$ cat src/rtl/score_pkg.sv
// Shared types and constants for the scoreboard score/scan stage.
// Provides the BCD digit type, digit count, saturation value, the reset
// values of the blanking/point vectors, and the hit-points clamp helper.
package score_pkg;

  localparam int unsigned DIGITS  = 4;
  localparam int unsigned DIGIT_W = 4;
  localparam int unsigned SCORE_W = DIGITS * DIGIT_W;

  typedef logic [DIGIT_W-1:0] bcd_t;

  localparam bcd_t                 BCD_MAX   = 4'd9;
  localparam logic [SCORE_W-1:0]   SCORE_MAX = 16'h9999;
  localparam logic [DIGITS-1:0]    LES_RST   = 4'b1110;
  localparam logic [DIGITS-1:0]    POINT_RST = 4'b0000;

  // Points above 9 would produce invalid BCD in the ones digit; clamp them.
  function automatic bcd_t clamp_pts(input logic [3:0] pts);
    return (pts > BCD_MAX) ? BCD_MAX : bcd_t'(pts);
  endfunction

endpackage

$ cat src/rtl/score_scan_ctrl_if.sv
// Bus between the game/judge logic, the score/scan stage and the display mux.
// Signals: clr, hit, hit_pts (requests into the stage);
//          Hexs, Scan, Point, Les, sat (display data out of the stage).
// Modports: master = requester/display side, slave = score_scan_ctrl.
interface score_scan_ctrl_if;
  import score_pkg::*;

  logic                 clr;
  logic                 hit;
  logic [3:0]           hit_pts;
  logic [SCORE_W-1:0]   Hexs;
  logic [1:0]           Scan;
  logic [DIGITS-1:0]    Point;
  logic [DIGITS-1:0]    Les;
  logic                 sat;

  modport master (
    output clr, hit, hit_pts,
    input  Hexs, Scan, Point, Les, sat
  );

  modport slave (
    input  clr, hit, hit_pts,
    output Hexs, Scan, Point, Les, sat
  );

endinterface

$ cat src/rtl/score_scan_ctrl_bcd_digit_add.sv
// One stage of the BCD ripple adder.
// Ports: a (BCD digit), b (addend digit 0..9), cin -> sum (BCD digit), cout.
module bcd_digit_add
  import score_pkg::*;
(
  input  bcd_t       a,
  input  logic [3:0] b,
  input  logic       cin,
  output bcd_t       sum,
  output logic       cout
);

  logic [4:0] raw;

  // Binary sum, then decimal correction when the digit exceeds 9.
  always_comb begin
    raw  = 5'(a) + 5'(b) + 5'(cin);
    cout = (raw > 5'(BCD_MAX));
    sum  = cout ? bcd_t'(raw - 5'd10) : bcd_t'(raw);
  end

endmodule

$ cat src/rtl/score_scan_ctrl.sv
// Score accumulator and digit-scan generator feeding the 4-digit display mux.
// Ports: clk, rst (async, active-high), bus (score_scan_ctrl_if.slave):
//   clr/hit/hit_pts in; Hexs (packed BCD score), Scan (digit index),
//   Point (decimal points), Les (per-digit blanking), sat (score at 9999) out.
// Optional macro SCORE_SAT_BLINK_EN: blanks the whole display on alternate
//   blink phases while the score is saturated.
module score_scan_ctrl
  import score_pkg::*;
#(
  parameter int unsigned CNT_W     = 18,
  parameter int unsigned BLINK_BIT = 24
) (
  input  logic               clk,
  input  logic               rst,
  score_scan_ctrl_if.slave   bus
);

  if (BLINK_BIT < CNT_W) begin : g_bad_param
    $error("BLINK_BIT must be >= CNT_W");
  end

`ifdef SCORE_SAT_BLINK_EN
  localparam int unsigned DIV_W = BLINK_BIT + 1;
`else
  localparam int unsigned DIV_W = CNT_W;
`endif

  logic [DIV_W-1:0]   cnt_q, cnt_d;
  logic [SCORE_W-1:0] score_q, score_d, sum_w;
  logic               sat_q, sat_d;
  logic [DIGITS:0]    carry;
  logic [DIGITS-1:0]  les_c;
  bcd_t               pts;

  // Free-running scan divider; never disturbed by score activity.
  assign cnt_d = cnt_q + DIV_W'(1);

  always_ff @(posedge clk or posedge rst) begin
    if (rst) cnt_q <= '0;
    else     cnt_q <= cnt_d;
  end

  // Ripple chain: the clamped points enter the ones digit, carries do the rest.
  assign pts      = clamp_pts(bus.hit_pts);
  assign carry[0] = 1'b0;

  for (genvar i = 0; i < DIGITS; i++) begin : g_add
    bcd_digit_add u_add (
      .a    (score_q[DIGIT_W*i +: DIGIT_W]),
      .b    ((i == 0) ? pts : 4'd0),
      .cin  (carry[i]),
      .sum  (sum_w[DIGIT_W*i +: DIGIT_W]),
      .cout (carry[i+1])
    );
  end

  // Next score: clear wins over hit; saturated score ignores hits.
  always_comb begin
    score_d = score_q;
    sat_d   = sat_q;
    if (bus.clr) begin
      score_d = '0;
      sat_d   = 1'b0;
    end else if (bus.hit && !sat_q) begin
      if (carry[DIGITS]) begin
        score_d = SCORE_MAX;
        sat_d   = 1'b1;
      end else begin
        score_d = sum_w;
        sat_d   = (sum_w == SCORE_MAX);
      end
    end
  end

  always_ff @(posedge clk or posedge rst) begin
    if (rst) begin
      score_q <= '0;
      sat_q   <= 1'b0;
    end else begin
      score_q <= score_d;
      sat_q   <= sat_d;
    end
  end

  // Leading-zero blanking; the ones digit always shows.
  always_comb begin
    les_c    = '0;
    les_c[3] = (score_q[15:12] == 4'd0);
    les_c[2] = les_c[3] & (score_q[11:8] == 4'd0);
    les_c[1] = les_c[2] & (score_q[7:4] == 4'd0);
    les_c[0] = 1'b0;
  end

`ifdef SCORE_SAT_BLINK_EN
  logic blink_q;

  // Toggle on each rising edge of the divider-extension bit.
  always_ff @(posedge clk or posedge rst) begin
    if (rst)                                          blink_q <= 1'b0;
    else if (bus.clr)                                 blink_q <= 1'b0;
    else if (cnt_d[BLINK_BIT] && !cnt_q[BLINK_BIT])   blink_q <= ~blink_q;
  end

  assign bus.Les = (sat_q && blink_q) ? {DIGITS{1'b1}} : les_c;
`else
  assign bus.Les = les_c;
`endif

  assign bus.Hexs  = score_q;
  assign bus.sat   = sat_q;
  assign bus.Scan  = cnt_q[CNT_W-1 -: 2];
  assign bus.Point = POINT_RST;

endmodule

$ cat src/flat_wrapper.sv
// flat-port wrapper written by rule: the top's interface ports become plain ports
module score_scan_ctrl_flat import score_pkg::*;
#(
  parameter int unsigned CNT_W     = 18,
  parameter int unsigned BLINK_BIT = 24
)
  (clk, rst, bus_clr, bus_hit, bus_hit_pts, bus_Hexs, bus_Scan, bus_Point, bus_Les, bus_sat);
  score_scan_ctrl_if bus_i ();
  input  logic clk;
  input  logic rst;
  input wire logic [$bits(bus_i.clr)-1:0] bus_clr;
  input wire logic [$bits(bus_i.hit)-1:0] bus_hit;
  input wire logic [$bits(bus_i.hit_pts)-1:0] bus_hit_pts;
  output wire logic [$bits(bus_i.Hexs)-1:0] bus_Hexs;
  output wire logic [$bits(bus_i.Scan)-1:0] bus_Scan;
  output wire logic [$bits(bus_i.Point)-1:0] bus_Point;
  output wire logic [$bits(bus_i.Les)-1:0] bus_Les;
  output wire logic [$bits(bus_i.sat)-1:0] bus_sat;
  assign bus_i.clr = bus_clr;
  assign bus_i.hit = bus_hit;
  assign bus_i.hit_pts = bus_hit_pts;
  assign bus_Hexs = bus_i.Hexs;
  assign bus_Scan = bus_i.Scan;
  assign bus_Point = bus_i.Point;
  assign bus_Les = bus_i.Les;
  assign bus_sat = bus_i.sat;
  score_scan_ctrl #(.CNT_W(CNT_W), .BLINK_BIT(BLINK_BIT)) u_core (.clk(clk), .rst(rst), .bus(bus_i));
endmodule
$ cat config.mk
export PLATFORM = sky130hd
export DESIGN_NAME = score_scan_ctrl_flat
export DESIGN_NICKNAME = d
export VERILOG_FILES = /design/src/rtl/score_pkg.sv /design/src/rtl/score_scan_ctrl_if.sv /design/src/rtl/score_scan_ctrl_bcd_digit_add.sv /design/src/rtl/score_scan_ctrl.sv /design/src/flat_wrapper.sv
export SDC_FILE = /design/constraint.sdc
export NUM_CORES = 1
export LEC_CHECK = 0
export ABC_AREA = 1
export CORE_MARGIN = 2
export CORE_UTILIZATION = 54
export CTS_CLUSTER_SIZE = 28
export DETAILED_ROUTE_END_ITERATION = 7
export GPL_ROUTABILITY_DRIVEN = 0
export GPL_TIMING_DRIVEN = 0
export PLACE_DENSITY_LB_ADDON = 0.25
export SLEW_MARGIN = 20
export SYNTH_ARGS = -nofsm -noshare
export SYNTH_HDL_FRONTEND = slang
export SYNTH_SLANG_ARGS = --single-unit
$ cat constraint.sdc
create_clock -name clk -period 6 [get_ports clk]
set_input_delay 1.5 -clock clk [delete_from_list [all_inputs] [get_ports clk]]
set_output_delay 1.5 -clock clk [all_outputs]
set_load 0.01 [all_outputs]
==> impl_metrics.env <==
export IMPL_ys_seq_area_share_pct=38.6
export IMPL_worstMarginPinSlew_ns=0.727
export IMPL_worst_path_max_delay_cell="fa_2"
export IMPL_clockBufferDepth=2
export IMPL_first_global_vias=1842
export IMPL_firstDrtPassIters=5
export IMPL_holdPathStages=1
export IMPL_nNetsFinal=375
export IMPL_routed_wl_um=5310
export IMPL_cts_root_buffer="clkbuf_8"
export IMPL_final_max_slew_viol_count=0
export IMPL_pre_cts_ws_ns=-0.954
export IMPL_cts_buffers=5
export IMPL_fin_ws_ns=0.256
export IMPL_min_path_type="register to register"
export IMPL_final_util_pct=76.9
export IMPL_grt_use_total_pct=23.0
export IMPL_cts_tree="yes"
export IMPL_pwr_share_seq_pct=37.8
export IMPL_placed_cells=365
export IMPL_synth_cell_types=35
export IMPL_startpoint_type="primary input"
export IMPL_p_switching_w=0.000225
export IMPL_htree_levels=2
export IMPL_drtIter0Drc=90
export IMPL_drc_errors=0
export IMPL_p_leak_nw=1.50
export IMPL_finClkSkew_ns=0.00402
export IMPL_ys_warn_count=0
export IMPL_power_ir_vdd_worst_uv=166
export IMPL_maxSlewHeadroom_pct=51.5
export IMPL_fmax_ghz=0.174
export IMPL_syn_inst=282
export IMPL_timing_setup_tns_ns=0
export IMPL_diodes=0
export IMPL_combPwrFrac_pct=39.2
export IMPL_switching_share_pct=33.1
export IMPL_postCtsHoldBufs=0
export IMPL_synth_top_cell_by_area="dfrtp_1"
export IMPL_dpl_hpwl_um=3500
export IMPL_critPathArrivalTime_ns=5.97
export IMPL_rows=23
export IMPL_drv_cap=0
export IMPL_wl_per_cell_um=13.3
export IMPL_core_region_area_um2=4030
export IMPL_syn_to_final_growth_pct=36.4
export IMPL_setup_viol=0
export IMPL_die_width_um=68.9
export IMPL_endpoint_kind="register"
export IMPL_critPathMaxFanout=3
export IMPL_grt_first_pass_wirelength_um=7940
export IMPL_fin_cells=399
export IMPL_initial_core_util_pct=56.4
export IMPL_vias=2064
export IMPL_drive_gt1_share_pct=28.7
export IMPL_syn_area_per_cell_um2=8.05
export IMPL_finalCritPeriodShare_pct=95.7
export IMPL_path_class="primary input to register"
export IMPL_p_int_w=0.000454
export IMPL_numPortBuffers=29
export IMPL_clockPowerShare_pct=23.0
export IMPL_yosys_area_top_type_share_pct=38.6
export IMPL_cp_slowest_stage_delay_ns=0.42
export IMPL_cp_required_ns=6.23
export IMPL_final_area_um2=3100
export IMPL_rr_worst_depth=37
export IMPL_synth_seq_cells=35
export IMPL_power_density_nw_per_um2=219
export IMPL_die_area_um2=4740
export IMPL_grt_max_degree=36
export IMPL_die_y_um=68.9
export IMPL_period_needed_ns=5.74
export IMPL_fillers=301
export IMPL_final_hold_viol_count=0
export IMPL_path_clk_slew_ns=0.06
export IMPL_syn_area_um2=2270
export IMPL_ant_nets=0
export IMPL_status="complete, no violations"
export IMPL_io_pins=35
export IMPL_ys_top_cells_by_area="dfrtp_1 39%, nand2_1 9.8%, ha_1 8.8%, inv_1 7.3%, nand3_1 5.5%"
export IMPL_via_per_inst=5.17
export IMPL_grt_ovfl_total=0
export IMPL_antenna_found_initial=0
export IMPL_critical_path_most_common_cell="ha_4"
export IMPL_place_area_um2=2700
export IMPL_clock_latency_ns=0.29
export IMPL_cts_sinks=35
## cells by family after synthesis
family / count (synthesis) / share of synthesized area [%]
AOI/OAI and AO/OA: 30 / 7.33
buffers and inverters: 55 / 10.7
adders and majority gates: 17 / 9.70
and+or+nand+nor: 128 / 26.7
DFF: 35 / 38.6
xor gates and xnor gates: 16 / 6.83
other: 1 / 0.165
## metrics by stage
stage	power, W	hold WS [ns]
detailed placement	0.000470	0.450
global route	0.000718	0.483
global placement	0.000464	0.443
floorplan	0.000408	0.422
CTS	0.000656	0.458
finish	0.000679	0.450
## synth_stat cells (all sizes together)
cell	n
a21oi	4
a22o	1
a31oi	1
buf	9
clkbuf	1
conb	1
dfrtp	35
fa	1
ha	16
inv	45
nand2	69
nand3	27
nand3b	1
nand4	8
nor2	19
nor3	1
nor4	2
o211ai	1
o21ai	19
o21bai	1
o22ai	2
o32ai	1
or2	1
xnor2	9
xor2	7
## timing repair
action,in CTS,in global routing
pin swaps,25,25
endpoints found under the setup margin,2,1
resized for setup,16,28
hold endpoints to repair,0,0
buffers inserted,20,9
## worst paths after layout
check | start | to | slack (ns)
min in group asynchronous | rst | u_core.bus.Hexs[8] | 1.65
min | u_core.cnt_q[0] | u_core.cnt_q[0] | 0.45
max | bus_hit_pts[3] | u_core.bus.sat | 0.26
max reg2reg | u_core.bus.Hexs[0] | u_core.bus.sat | 1.24
max in group asynchronous | rst | u_core.cnt_q[17] | 3.88
min reg2reg | u_core.cnt_q[0] | u_core.cnt_q[0] | 0.45
## flip-flops by register name, summed over array words and instances, names as in the netlist
| register | cells |
|---|---|
| u_core.bus.sat | 1 |
| u_core.cnt_q | 18 |
| u_core.bus.Hexs | 16 |
## power groups by stage
stage               Clock (W)  Sequential, W  Combinational (W)
floorplan                   0       0.000264           0.000144
global placement            0       0.000261           0.000203
detailed placement          0       0.000261           0.000209
CTS                  0.000159       0.000257           0.000240
global route         0.000169       0.000258           0.000292
finish               0.000156       0.000257           0.000266
## worst max-delay path, delay by kind of cell
kind / cells / cell delay [ns]
buf+inv: 5 / 0.27
fa+ha+maj: 9 / 1.98
xor+xnor: 2 / 0.34
simple gates: 22 / 1.70
compound gates: 2 / 0.20
## area by class of cell
class / instances / area (um2) / share of cell area [%]
Tap cell: 50 / 62.6 / 2.02
Buffer: 9 / 63.8 / 2.06
Sequential cell: 35 / 876 / 28.3
Clock buffer: 6 / 72.6 / 2.34
Inverter: 45 / 169 / 5.45
Multi-Input combinational cell: 196 / 1340 / 43.4
Timing Repair Buffer: 58 / 510 / 16.5
## layer usage
layer	wire [um]	global-route usage, %	vias up
met2	2830	42.4	54
li1	-	-	1032
met4	86	6.37	0
met5	0	0	-
met3	241	6.33	12
met1	2150	25.7	966
## placed cells by master (no fill, tap or decap), types with 9 or more instances in the layout
cell type        synthesis  routed
nand2_2                 10      18
dfrtp_1                 35      35
clkdlybuf4s50_1          0      25
inv_1                   44      36
buf_4                    8      36
nor2_1                  14      14
nand3_1                 25      21
o21ai_0                 15      14
inv_2                    1       9
nand2_1                 59      48
No activity file was read; power rests on OpenSTA's default activity.
==> RTL edit 1: new RTL, same settings <==
`CNT_W` is set to 18 in 2 places; all go to 9.
--- a/src/rtl/score_scan_ctrl.sv
+++ b/src/rtl/score_scan_ctrl.sv
@@ -8,5 +8,5 @@
   import score_pkg::*;
 #(
-  parameter int unsigned CNT_W     = 18,
+  parameter int unsigned CNT_W     = 9,
   parameter int unsigned BLINK_BIT = 24
 ) (
--- a/src/flat_wrapper.sv
+++ b/src/flat_wrapper.sv
@@ -2,5 +2,5 @@
 module score_scan_ctrl_flat import score_pkg::*;
 #(
-  parameter int unsigned CNT_W     = 18,
+  parameter int unsigned CNT_W     = 9,
   parameter int unsigned BLINK_BIT = 24
 )
Behaviour: same outputs for any inputs over 10 cycles, from zero or initial values and one cycle with rst high; that may be too few to reach the edited logic, so the function may still have changed.
==> RTL edit 1 against the original RTL <==
  * The flow now finishes with violations (negative setup slack)
  * Largest power group unchanged
  * Sequential cell count down 9
  * Sequential power down 25%
  * Power down 1.7%
  * Critical path type unchanged
  * Wire length up 24%
  * Final area down 6.8%
  * Area after synthesis down 18%
  * Clock power down 39%
  * First-iteration DRC count rose to 2.8 times the old value
  * Largest cell class unchanged
  * Setup slack worse by 0.41 ns
  * Non-clock buffer count up 29
==> RTL edit 1: results (changes against the original RTL) <==
- The met3 track utilization from global routing was 0.0703 (+0.00696).
- The number of multi-input combinational cells in the layout is 176 (-10%).
- The number of global-route vias before repair is 2,035 (+10%).
- The distinct cell type count after synthesis is 30 (-14%).
- The sequential portion of the cell area came to 0.225 (-0.0574).
- The static leakage is 1.46 nW (-2.8%).
- The sum of routed wire segments on met1 is 2440 µm (+14%).
- The maximum single-stage delay on the critical path is 0.58 ns (+0.16 ns).
- The number of non-filler instances in the completed layout is 385 (-3.5%).
- The cell sitting at the root of the clock tree is a clkbuf_4.
- The commonest cells after synthesis are nand2_1 (54), inv_1 (34), nand3_1 (34).
- The sum of met3 wire segment lengths after detailed routing was 479 µm (+99%).
- The clock latency of the later-clocked register in the worst-skew pair is 0.36 ns (+0.07 ns).
- The maximum number of pins on one net before global-route repair was 27 (-25%).
- The number of non-clock buffers is 96 (+43%).
- The endpoint arrival time on the critical path was 6.44 ns (+0.47 ns).
- The worst setup margin is -0.154 ns (-0.410 ns).
- The final reports fail on negative setup slack.
- The flow ran to the end, but the final reports show violations.
- The sequential cell area is 651 µm² (-26%).
- The number of nets in the final layout came to 365 (-2.7%).
- The number of standard cells after synthesis is 245 (-13%).
- The placed wire-length estimate after detailed placement was 2920 µm (-17%).
- The clock network area share is 0.0126 (-0.0109).
- The number of cell instances on the worst register-to-register path was 38 (+2.7%).
- The reported sequential group power is 0.000193 W (-25%).
- The final count of negative-setup-slack endpoints came to 2 (+2).
RTL edit 1: changes by cell type in the layout (fill, tap and decap cells not counted), moves of 5 or more:
cell,change
buf_4,+28
dfrtp_1,-9
nand2_2,-5
inv_1,-7
nor2_1,-5
xnor2_1,-6
nand3_1,+7
RTL edit 1: through the flow:
| step | util | total power [W] | setup TNS [ns] | setup WS, ns |
|---|---|---|---|---|
| floorplan | - | 0.000322 | -0.00672 | -0.00672 |
| global placement | 0.693 | 0.000372 | -2.84 | -0.994 |
| detailed placement | 0.693 | 0.000374 | -3.84 | -1.06 |
| CTS | 0.841 | 0.000597 | 0 | 0.0685 |
| global route | 0.865 | 0.000692 | -0.409 | -0.323 |
| finish | 0.865 | 0.000668 | -0.154 | -0.154 |
RTL edit 1: worst register-to-register path, delay by kind of cell (launching register included):
kind,cells,cell delay (ns)
buffers and inverters,4,0.20
DFF,1,0.42
xor gates and xnor gates,1,0.17
adders and majority gates,9,2.24
and+or+nand+nor,24,2.15
RTL edit 1: worst max path at each step:
stage | start | to | cells past startpoint
floorplan | bus_hit_pts[2] | u_core.bus.sat | 40
global placement | bus_hit_pts[3] | u_core.bus.sat | 41
detailed placement | bus_hit_pts[3] | u_core.bus.sat | 41
CTS | bus_hit_pts[1] | u_core.bus.sat | 41
global route | bus_hit_pts[1] | u_core.bus.sat | 41
finish | bus_hit_pts[1] | u_core.bus.sat | 41
RTL edit 1: kinds of logic (layout without fill, tap and decap cells):
kind of cell / count (synthesis) / after routing / share of synthesized area
AND/OR/NAND/NOR: 120 / 120 / 0.300
XOR/XNOR: 9 / 9 / 0.0503
buffers and inverters: 47 / 137 / 0.109
AO/OA/AOI/OAI: 25 / 25 / 0.0717
adder cells (fa/ha/maj): 17 / 17 / 0.118
other: 1 / 5 / 0.00201
flip-flops: 26 / 26 / 0.349
